`config.mk`:
```
export PLATFORM = sky130hd
export DESIGN_NAME = data_mem_responder_flat
export DESIGN_NICKNAME = d
export VERILOG_FILES = /design/src/rtl/data_mem_responder_if.sv /design/src/rtl/data_mem_responder.sv /design/src/flat_wrapper.sv
export SDC_FILE = /design/constraint.sdc
export NUM_CORES = 2
export LEC_CHECK = 0
export ABC_AREA = 1
export BUFFER_PORTS_ARGS = -buffer_cell sky130_fd_sc_hd__buf_2
export CORE_MARGIN = 2
export CORE_UTILIZATION = 30
export DETAILED_ROUTE_END_ITERATION = 6
export SETUP_SLACK_MARGIN = 0.15
export SLEW_MARGIN = 0
export SYNTH_ARGS = -nofsm -noshare
export SYNTH_HDL_FRONTEND = slang
export SYNTH_SLANG_ARGS = --single-unit
```
`constraint.sdc`:
```
create_clock -name clk -period 7.6 [get_ports clk]
set_input_delay 0.76 -clock clk [delete_from_list [all_inputs] [get_ports clk]]
set_output_delay 0.76 -clock clk [all_outputs]
set_load 0.05 [all_outputs]
```
`src/rtl/data_mem_responder_if.sv`:
```
// Per-thread data-memory valid/ready channels between the compute core (master)
// and the data-memory responder (slave).
interface data_mem_responder_if #(
  parameter int ADDR_BITS     = 8,
  parameter int DATA_BITS     = 8,
  parameter int NUM_CONSUMERS = 4
);
  logic [NUM_CONSUMERS-1:0]                consumer_read_valid;
  logic [NUM_CONSUMERS-1:0][ADDR_BITS-1:0] consumer_read_address;
  logic [NUM_CONSUMERS-1:0]                consumer_read_ready;
  logic [NUM_CONSUMERS-1:0][DATA_BITS-1:0] consumer_read_data;
  logic [NUM_CONSUMERS-1:0]                consumer_write_valid;
  logic [NUM_CONSUMERS-1:0][ADDR_BITS-1:0] consumer_write_address;
  logic [NUM_CONSUMERS-1:0][DATA_BITS-1:0] consumer_write_data;
  logic [NUM_CONSUMERS-1:0]                consumer_write_ready;

  modport master (
    output consumer_read_valid, consumer_read_address,
    output consumer_write_valid, consumer_write_address, consumer_write_data,
    input  consumer_read_ready, consumer_read_data, consumer_write_ready
  );

  modport slave (
    input  consumer_read_valid, consumer_read_address,
    input  consumer_write_valid, consumer_write_address, consumer_write_data,
    output consumer_read_ready, consumer_read_data, consumer_write_ready
  );
endinterface

```
`src/rtl/data_mem_responder.sv`:
```
// Single-port data RAM shared round-robin by per-thread LSU channels; each access
// is answered with a registered ready (and read data) after a fixed latency.
module data_mem_responder #(
  parameter int ADDR_BITS     = 8,
  parameter int DATA_BITS     = 8,
  parameter int NUM_CONSUMERS = 4,
  parameter int LATENCY       = 2
) (
  input  logic                 clk,
  input  logic                 reset,
  data_mem_responder_if.slave  bus,
  input  logic                 load_valid,
  input  logic [ADDR_BITS-1:0] load_address,
  input  logic [DATA_BITS-1:0] load_data,
  output logic                 busy
);
  localparam int PTR_W = (NUM_CONSUMERS > 1) ? $clog2(NUM_CONSUMERS) : 1;
  localparam int CNT_W = $clog2(LATENCY + 1);

  typedef enum logic [1:0] {
    ST_IDLE  = 2'd0,
    ST_WAIT  = 2'd1,
    ST_RELAY = 2'd2
  } state_e;

  logic [DATA_BITS-1:0] mem [2**ADDR_BITS];

  state_e                                  state_q [NUM_CONSUMERS];
  state_e                                  state_d [NUM_CONSUMERS];
  logic [CNT_W-1:0]                        cnt_q   [NUM_CONSUMERS];
  logic [CNT_W-1:0]                        cnt_d   [NUM_CONSUMERS];
  logic [NUM_CONSUMERS-1:0]                is_read_q, is_read_d;
  logic [NUM_CONSUMERS-1:0]                rd_ready_q, rd_ready_d;
  logic [NUM_CONSUMERS-1:0]                wr_ready_q, wr_ready_d;
  logic [NUM_CONSUMERS-1:0][DATA_BITS-1:0] rdata_q, rdata_d;
  logic [PTR_W-1:0]                        rr_ptr_q, rr_ptr_d;
  logic                                    busy_q, busy_d;

  logic [NUM_CONSUMERS-1:0] rv, wv, req;
  logic [PTR_W-1:0]         grant_idx, scan_idx;
  logic [PTR_W:0]           scan_sum;
  logic                     grant_found;
  logic                     mem_we;
  logic [ADDR_BITS-1:0]     mem_waddr;
  logic [DATA_BITS-1:0]     mem_wdata;

  assign rv = bus.consumer_read_valid;
  assign wv = bus.consumer_write_valid;

  // Next-state: per-channel FSM, round-robin arbiter and the single RAM access.
  always_comb begin
    state_d    = state_q;
    cnt_d      = cnt_q;
    is_read_d  = is_read_q;
    rd_ready_d = rd_ready_q;
    wr_ready_d = wr_ready_q;
    rdata_d    = rdata_q;
    rr_ptr_d   = rr_ptr_q;
    busy_d     = 1'b0;
    req        = '0;
    grant_found = 1'b0;
    grant_idx  = '0;
    scan_sum   = '0;
    scan_idx   = '0;
    mem_we     = load_valid;
    mem_waddr  = load_address;
    mem_wdata  = load_data;

    for (int i = 0; i < NUM_CONSUMERS; i++) begin
      req[i] = (state_q[i] == ST_IDLE) && (rv[i] || wv[i]);
      case (state_q[i])
        ST_IDLE: begin
          state_d[i] = ST_IDLE;
        end
        ST_WAIT: begin
          if (cnt_q[i] <= CNT_W'(1)) begin
            state_d[i]    = ST_RELAY;
            cnt_d[i]      = '0;
            rd_ready_d[i] = is_read_q[i];
            wr_ready_d[i] = !is_read_q[i];
          end else begin
            cnt_d[i] = cnt_q[i] - CNT_W'(1);
          end
        end
        ST_RELAY: begin
          // Only the valid of the access being answered closes the handshake.
          if (!(is_read_q[i] ? rv[i] : wv[i])) begin
            state_d[i]    = ST_IDLE;
            rd_ready_d[i] = 1'b0;
            wr_ready_d[i] = 1'b0;
          end else begin
            state_d[i] = ST_RELAY;
          end
        end
        default: begin
          state_d[i]    = ST_IDLE;
          rd_ready_d[i] = 1'b0;
          wr_ready_d[i] = 1'b0;
        end
      endcase
    end

    for (int k = 0; k < NUM_CONSUMERS; k++) begin
      scan_sum = {1'b0, rr_ptr_q} + (PTR_W+1)'(k);
      scan_idx = (scan_sum >= (PTR_W+1)'(NUM_CONSUMERS)) ?
                 PTR_W'(scan_sum - (PTR_W+1)'(NUM_CONSUMERS)) : scan_sum[PTR_W-1:0];
      if (!grant_found && !load_valid && req[scan_idx]) begin
        grant_found = 1'b1;
        grant_idx   = scan_idx;
      end else begin
        grant_found = grant_found;
      end
    end

    if (grant_found) begin
      rr_ptr_d = (grant_idx == PTR_W'(NUM_CONSUMERS - 1)) ? '0 : grant_idx + PTR_W'(1);
      is_read_d[grant_idx] = rv[grant_idx];
      if (rv[grant_idx]) begin
        rdata_d[grant_idx] = mem[bus.consumer_read_address[grant_idx]];
      end else begin
        mem_we    = 1'b1;
        mem_waddr = bus.consumer_write_address[grant_idx];
        mem_wdata = bus.consumer_write_data[grant_idx];
      end
      if (LATENCY == 1) begin
        state_d[grant_idx]    = ST_RELAY;
        rd_ready_d[grant_idx] = rv[grant_idx];
        wr_ready_d[grant_idx] = !rv[grant_idx];
      end else begin
        state_d[grant_idx] = ST_WAIT;
        cnt_d[grant_idx]   = CNT_W'(LATENCY - 1);
      end
    end else begin
      rr_ptr_d = rr_ptr_q;
    end

    for (int i = 0; i < NUM_CONSUMERS; i++) begin
      if (state_d[i] != ST_IDLE) begin
        busy_d = 1'b1;
      end else begin
        busy_d = busy_d;
      end
    end
  end

  // Channel state, arbiter pointer and registered responses.
  always_ff @(posedge clk or negedge reset) begin
    if (!reset) begin
      for (int i = 0; i < NUM_CONSUMERS; i++) begin
        state_q[i] <= ST_IDLE;
        cnt_q[i]   <= '0;
      end
      is_read_q  <= '0;
      rd_ready_q <= '0;
      wr_ready_q <= '0;
      rdata_q    <= '0;
      rr_ptr_q   <= '0;
      busy_q     <= 1'b0;
    end else begin
      state_q    <= state_d;
      cnt_q      <= cnt_d;
      is_read_q  <= is_read_d;
      rd_ready_q <= rd_ready_d;
      wr_ready_q <= wr_ready_d;
      rdata_q    <= rdata_d;
      rr_ptr_q   <= rr_ptr_d;
      busy_q     <= busy_d;
    end
  end

  // Backing store is deliberately not reset so preloaded contents survive.
  always_ff @(posedge clk) begin
    if (mem_we) begin
      mem[mem_waddr] <= mem_wdata;
    end
  end

  assign bus.consumer_read_ready  = rd_ready_q;
  assign bus.consumer_write_ready = wr_ready_q;
  assign bus.consumer_read_data   = rdata_q;
  assign busy                     = busy_q;
endmodule

```
`src/flat_wrapper.sv`:
```
// flat-port wrapper written by rule: the top's interface ports become plain ports
module data_mem_responder_flat 
#(
  parameter int ADDR_BITS     = 8,
  parameter int DATA_BITS     = 8,
  parameter int NUM_CONSUMERS = 4,
  parameter int LATENCY       = 2
)
  (clk, reset, load_valid, load_address, load_data, busy, bus_consumer_read_valid, bus_consumer_read_address, bus_consumer_write_valid, bus_consumer_write_address, bus_consumer_write_data, bus_consumer_read_ready, bus_consumer_read_data, bus_consumer_write_ready);
  data_mem_responder_if #(.ADDR_BITS(ADDR_BITS), .DATA_BITS(DATA_BITS), .NUM_CONSUMERS(NUM_CONSUMERS)) bus_i ();
  input  logic clk;
  input  logic reset;
  input  logic load_valid;
  input  logic [ADDR_BITS-1:0] load_address;
  input  logic [DATA_BITS-1:0] load_data;
  output logic busy;
  input wire logic [$bits(bus_i.consumer_read_valid)-1:0] bus_consumer_read_valid;
  input wire logic [$bits(bus_i.consumer_read_address)-1:0] bus_consumer_read_address;
  input wire logic [$bits(bus_i.consumer_write_valid)-1:0] bus_consumer_write_valid;
  input wire logic [$bits(bus_i.consumer_write_address)-1:0] bus_consumer_write_address;
  input wire logic [$bits(bus_i.consumer_write_data)-1:0] bus_consumer_write_data;
  output wire logic [$bits(bus_i.consumer_read_ready)-1:0] bus_consumer_read_ready;
  output wire logic [$bits(bus_i.consumer_read_data)-1:0] bus_consumer_read_data;
  output wire logic [$bits(bus_i.consumer_write_ready)-1:0] bus_consumer_write_ready;
  assign bus_i.consumer_read_valid = bus_consumer_read_valid;
  assign bus_i.consumer_read_address = bus_consumer_read_address;
  assign bus_i.consumer_write_valid = bus_consumer_write_valid;
  assign bus_i.consumer_write_address = bus_consumer_write_address;
  assign bus_i.consumer_write_data = bus_consumer_write_data;
  assign bus_consumer_read_ready = bus_i.consumer_read_ready;
  assign bus_consumer_read_data = bus_i.consumer_read_data;
  assign bus_consumer_write_ready = bus_i.consumer_write_ready;
  data_mem_responder #(.ADDR_BITS(ADDR_BITS), .DATA_BITS(DATA_BITS), .NUM_CONSUMERS(NUM_CONSUMERS), .LATENCY(LATENCY)) u_core (.clk(clk), .reset(reset), .bus(bus_i), .load_valid(load_valid), .load_address(load_address), .load_data(load_data), .busy(busy));
endmodule
```
==> results.sh <==
export IMPL_cp_start_kind="register"
export IMPL_setup_ws_ns=1.25
export IMPL_synth_area_leaders="edfxtp_1 (70%), nand3_1 (12%), nand2_1 (9.5%)"
export IMPL_htreeDepth=4
export IMPL_drc_errors=0
export IMPL_drv_slew=0
export IMPL_routabilityCongestion=0.935
export IMPL_cp_max_fo=102
export IMPL_grt_max_degree=152
export IMPL_worstPathArrival_ns=7.12
export IMPL_grt_util_all_layers_pct=16.7
export IMPL_setup_viol=0
export IMPL_totalWireLength_um=255000
export IMPL_worstSetupPathType="register to register"
export IMPL_cts_hold_buf=0
export IMPL_place_hpwl_um=148000
export IMPL_core_area_mm2=0.291
export IMPL_vias=59200
export IMPL_min_period_over_period_pct=83.6
export IMPL_ys_seq_elements=2111
export IMPL_avgSynthCellArea_um2=11.6
export IMPL_place_ws_ns=1.19
export IMPL_clk_latency_ns=0.85
export IMPL_synth_top_cell_by_area="edfxtp_1"
export IMPL_fin_tns_setup_ns=0
export IMPL_grt_pass1_vias=57200
export IMPL_dieArea_mm2=0.296
export IMPL_area_growth_syn_to_layout_pct=13.2
export IMPL_tightest_slew_ns=1.19
export IMPL_clk_pin_slew_worst_paths_ns=0.06
export IMPL_fin_skew_ns=0.0232
export IMPL_grt_pass1_wl_um=372000
export IMPL_vias_per_cell=5.10
export IMPL_fmax_ghz=0.157
export IMPL_synth_edf_count=2048
export IMPL_async_flop_share_pct=2.98
export IMPL_antenna_found_initial=4
export IMPL_port_buffers=163
export IMPL_synth_commonest_cells="nand2_1 (2212), nand3_1 (2103), edfxtp_1 (2048), buf_2 (347), nor2_1 (338)"
export IMPL_nets=7662
export IMPL_slowest_stage="inv_2"
export IMPL_synth_nets=7666
export IMPL_ys_types=44
export IMPL_timing_critical_path_mode_cell="nand3_1"
export IMPL_yosysMostFrequentCell="nand2_1"
export IMPL_hold_path_class="input pin to async pin"
export IMPL_crit_required_ns=8.37
export IMPL_postSynthCellCount=7527
export IMPL_seq_area_frac_synth_pct=72.1
export IMPL_max_stage_delay_ns=0.69
export IMPL_initial_core_util_pct=30.1
export IMPL_netlist_area_mm2=0.0874
export IMPL_crit_chain="inv_1, ha_1, nand3_1, nand3_1, nand2_1, nand4_2, nand2_1, nand2_2, nand2_2, inv_2, nand2_1, nand3_1, nand2_8, inv_8, buf_12, nand3_1, nand3_1, nand3_1, nand3_1, nand3_1, nand3_1, nand3_1, nand2_1"
export IMPL_finalHoldViolCount=0
export IMPL_grt_ovfl_total=0
export IMPL_drv_cap=0
export IMPL_firstDrtPassIters=6
export IMPL_drt_iter0_drc=7550
export IMPL_route_detailed_wl_per_inst_um=21.9
export IMPL_cts_resized=0
export IMPL_synth_warnings=0
export IMPL_status="finished clean"
export IMPL_die_h_um=544
export IMPL_cts_buffers=211
export IMPL_fp_dieW_um=544
export IMPL_cp_end_kind="register"
export IMPL_clkSinkCount=2111
export IMPL_timing_slew_headroom_pct=20.9
export IMPL_io_pins=164
export IMPL_cts_tree="yes"
export IMPL_fillers=28200
export IMPL_row_count=198
export IMPL_yosysTopAreaCellShare_pct=70.3
export IMPL_clockBufferDepth=3
export IMPL_synth_ff_type="edfxtp_1"
export IMPL_rsz0062_at_grt="false"
export IMPL_min_period_ns=6.35
export IMPL_post_cts_setup_buffers=0
export IMPL_drive_gt1_share_pct=8.37
export IMPL_ant_nets=0
export IMPL_cts_root_buf="clkbuf_16"
[state kept, by name, summed over array words and instances (netlist names)]
register	cells
u_core.mem	2048
u_core.bus.consumer_read_data	32
u_core.cnt_q	8
u_core.state_q	8
u_core.bus.consumer_read_ready	4
u_core.bus.consumer_write_ready	4
u_core.is_read_q	4
u_core.rr_ptr_q	2
u_core.busy	1
[critical path: cells and delay by family (launching register included)]
family,cells,cell delay (ns)
flip-flops,1,0.41
buffers and inverters,4,1.81
AND/OR/NAND/NOR,18,3.39
adder cells (fa/ha/maj),1,0.23
[per-layer routing]
layer	vias to the layer above	track usage, %	part of all wire [%]
met5	-	0	0.0031
met4	2	7.35	4.6
met3	495	2.53	7.8
met2	2766	27.2	47
met1	29300	22.0	41
li1	26600	-	-
[final timing paths]
kind / from / endpoint / slack [ns] / cells past startpoint
min reg2reg: u_core.bus.consumer_read_ready[0]$_DFFE_PN0P_ / u_core.bus.consumer_read_ready[0]$_DFFE_PN0P_ / 0.48 / 2
min: reset / u_core.bus.consumer_write_ready[3]$_DFFE_PN0P_ / 0.08 / 2
max: u_core.state_q[4]$_DFF_PN0_ / u_core.bus.consumer_read_data[4]$_DFFE_PN0P_ / 1.25 / 23
max reg2reg: u_core.state_q[4]$_DFF_PN0_ / u_core.bus.consumer_read_data[4]$_DFFE_PN0P_ / 1.25 / 23
min in group clk: bus_consumer_write_valid[1] / u_core.bus.consumer_read_ready[1]$_DFFE_PN0P_ / 0.43 / 4
max in group asynchronous: reset / u_core.cnt_q[4]$_DFF_PN0_ / 6.92 / 2
[layout by cell type (no fill, tap or decap), drive strengths merged]
cell         n
nor2       342
dfrtp       63
mux2         8
diode        1
nand4        3
o22ai       16
o211ai      11
o31ai        8
inv        104
edfxtp    2048
nor4         1
nor3         2
clkinvlp     2
clkbuf     269
buf        275
clkinv     103
mux2i        3
nand3b       3
a211oi       3
nand3     2108
bufinv      17
nand2     2222
a31oi        2
or2         14
o21ai       50
ha          16
a32oi        4
a21oi        6
[cell families (layout without fill, tap and decap cells)]
| group | count (synthesis) | after routing | share of synthesized area (%) |
|---|---|---|---|
| AOI/OAI and AO/OA | 100 | 100 | 0.741 |
| adders and majority gates | 16 | 16 | 0.229 |
| muxes | 11 | 11 | 0.152 |
| DFF | 2111 | 2111 | 72.1 |
| buffers and inverters | 594 | 770 | 3.40 |
| other | 0 | 1 | 0 |
| and+or+nand+nor | 4695 | 4695 | 23.3 |
[layout make-up]
class | instances | area, um2 | area share (%)
Antenna cell | 1 | 2.50 | 0.00253
Clock buffer | 269 | 5780 | 5.84
Clock inverter | 124 | 1080 | 1.09
Inverter | 102 | 395 | 0.399
Multi-Input combinational cell | 4822 | 21600 | 21.8
Sequential cell | 2111 | 63100 | 63.7
Tap cell | 3900 | 4880 | 4.93
Timing Repair Buffer | 275 | 2180 | 2.20
[through the flow]
step / area (um2) / utilization, % / std cells / hold WS, ns
finish: 99000 / 34.1 / 11600 / 0.0846
CTS: 99000 / 34.1 / 11600 / 0.0839
detailed placement: 92200 / 31.7 / 11200 / 0.465
global placement: 92200 / 31.7 / 11200 / 0.465
floorplan: 87400 / - / 7527 / 0.464
global route: 99000 / 34.1 / 11600 / 0.142
Power is left out: the tool's default activity adds up to more than one toggle a clock period on the data nets, which glitch-free logic cannot reach.
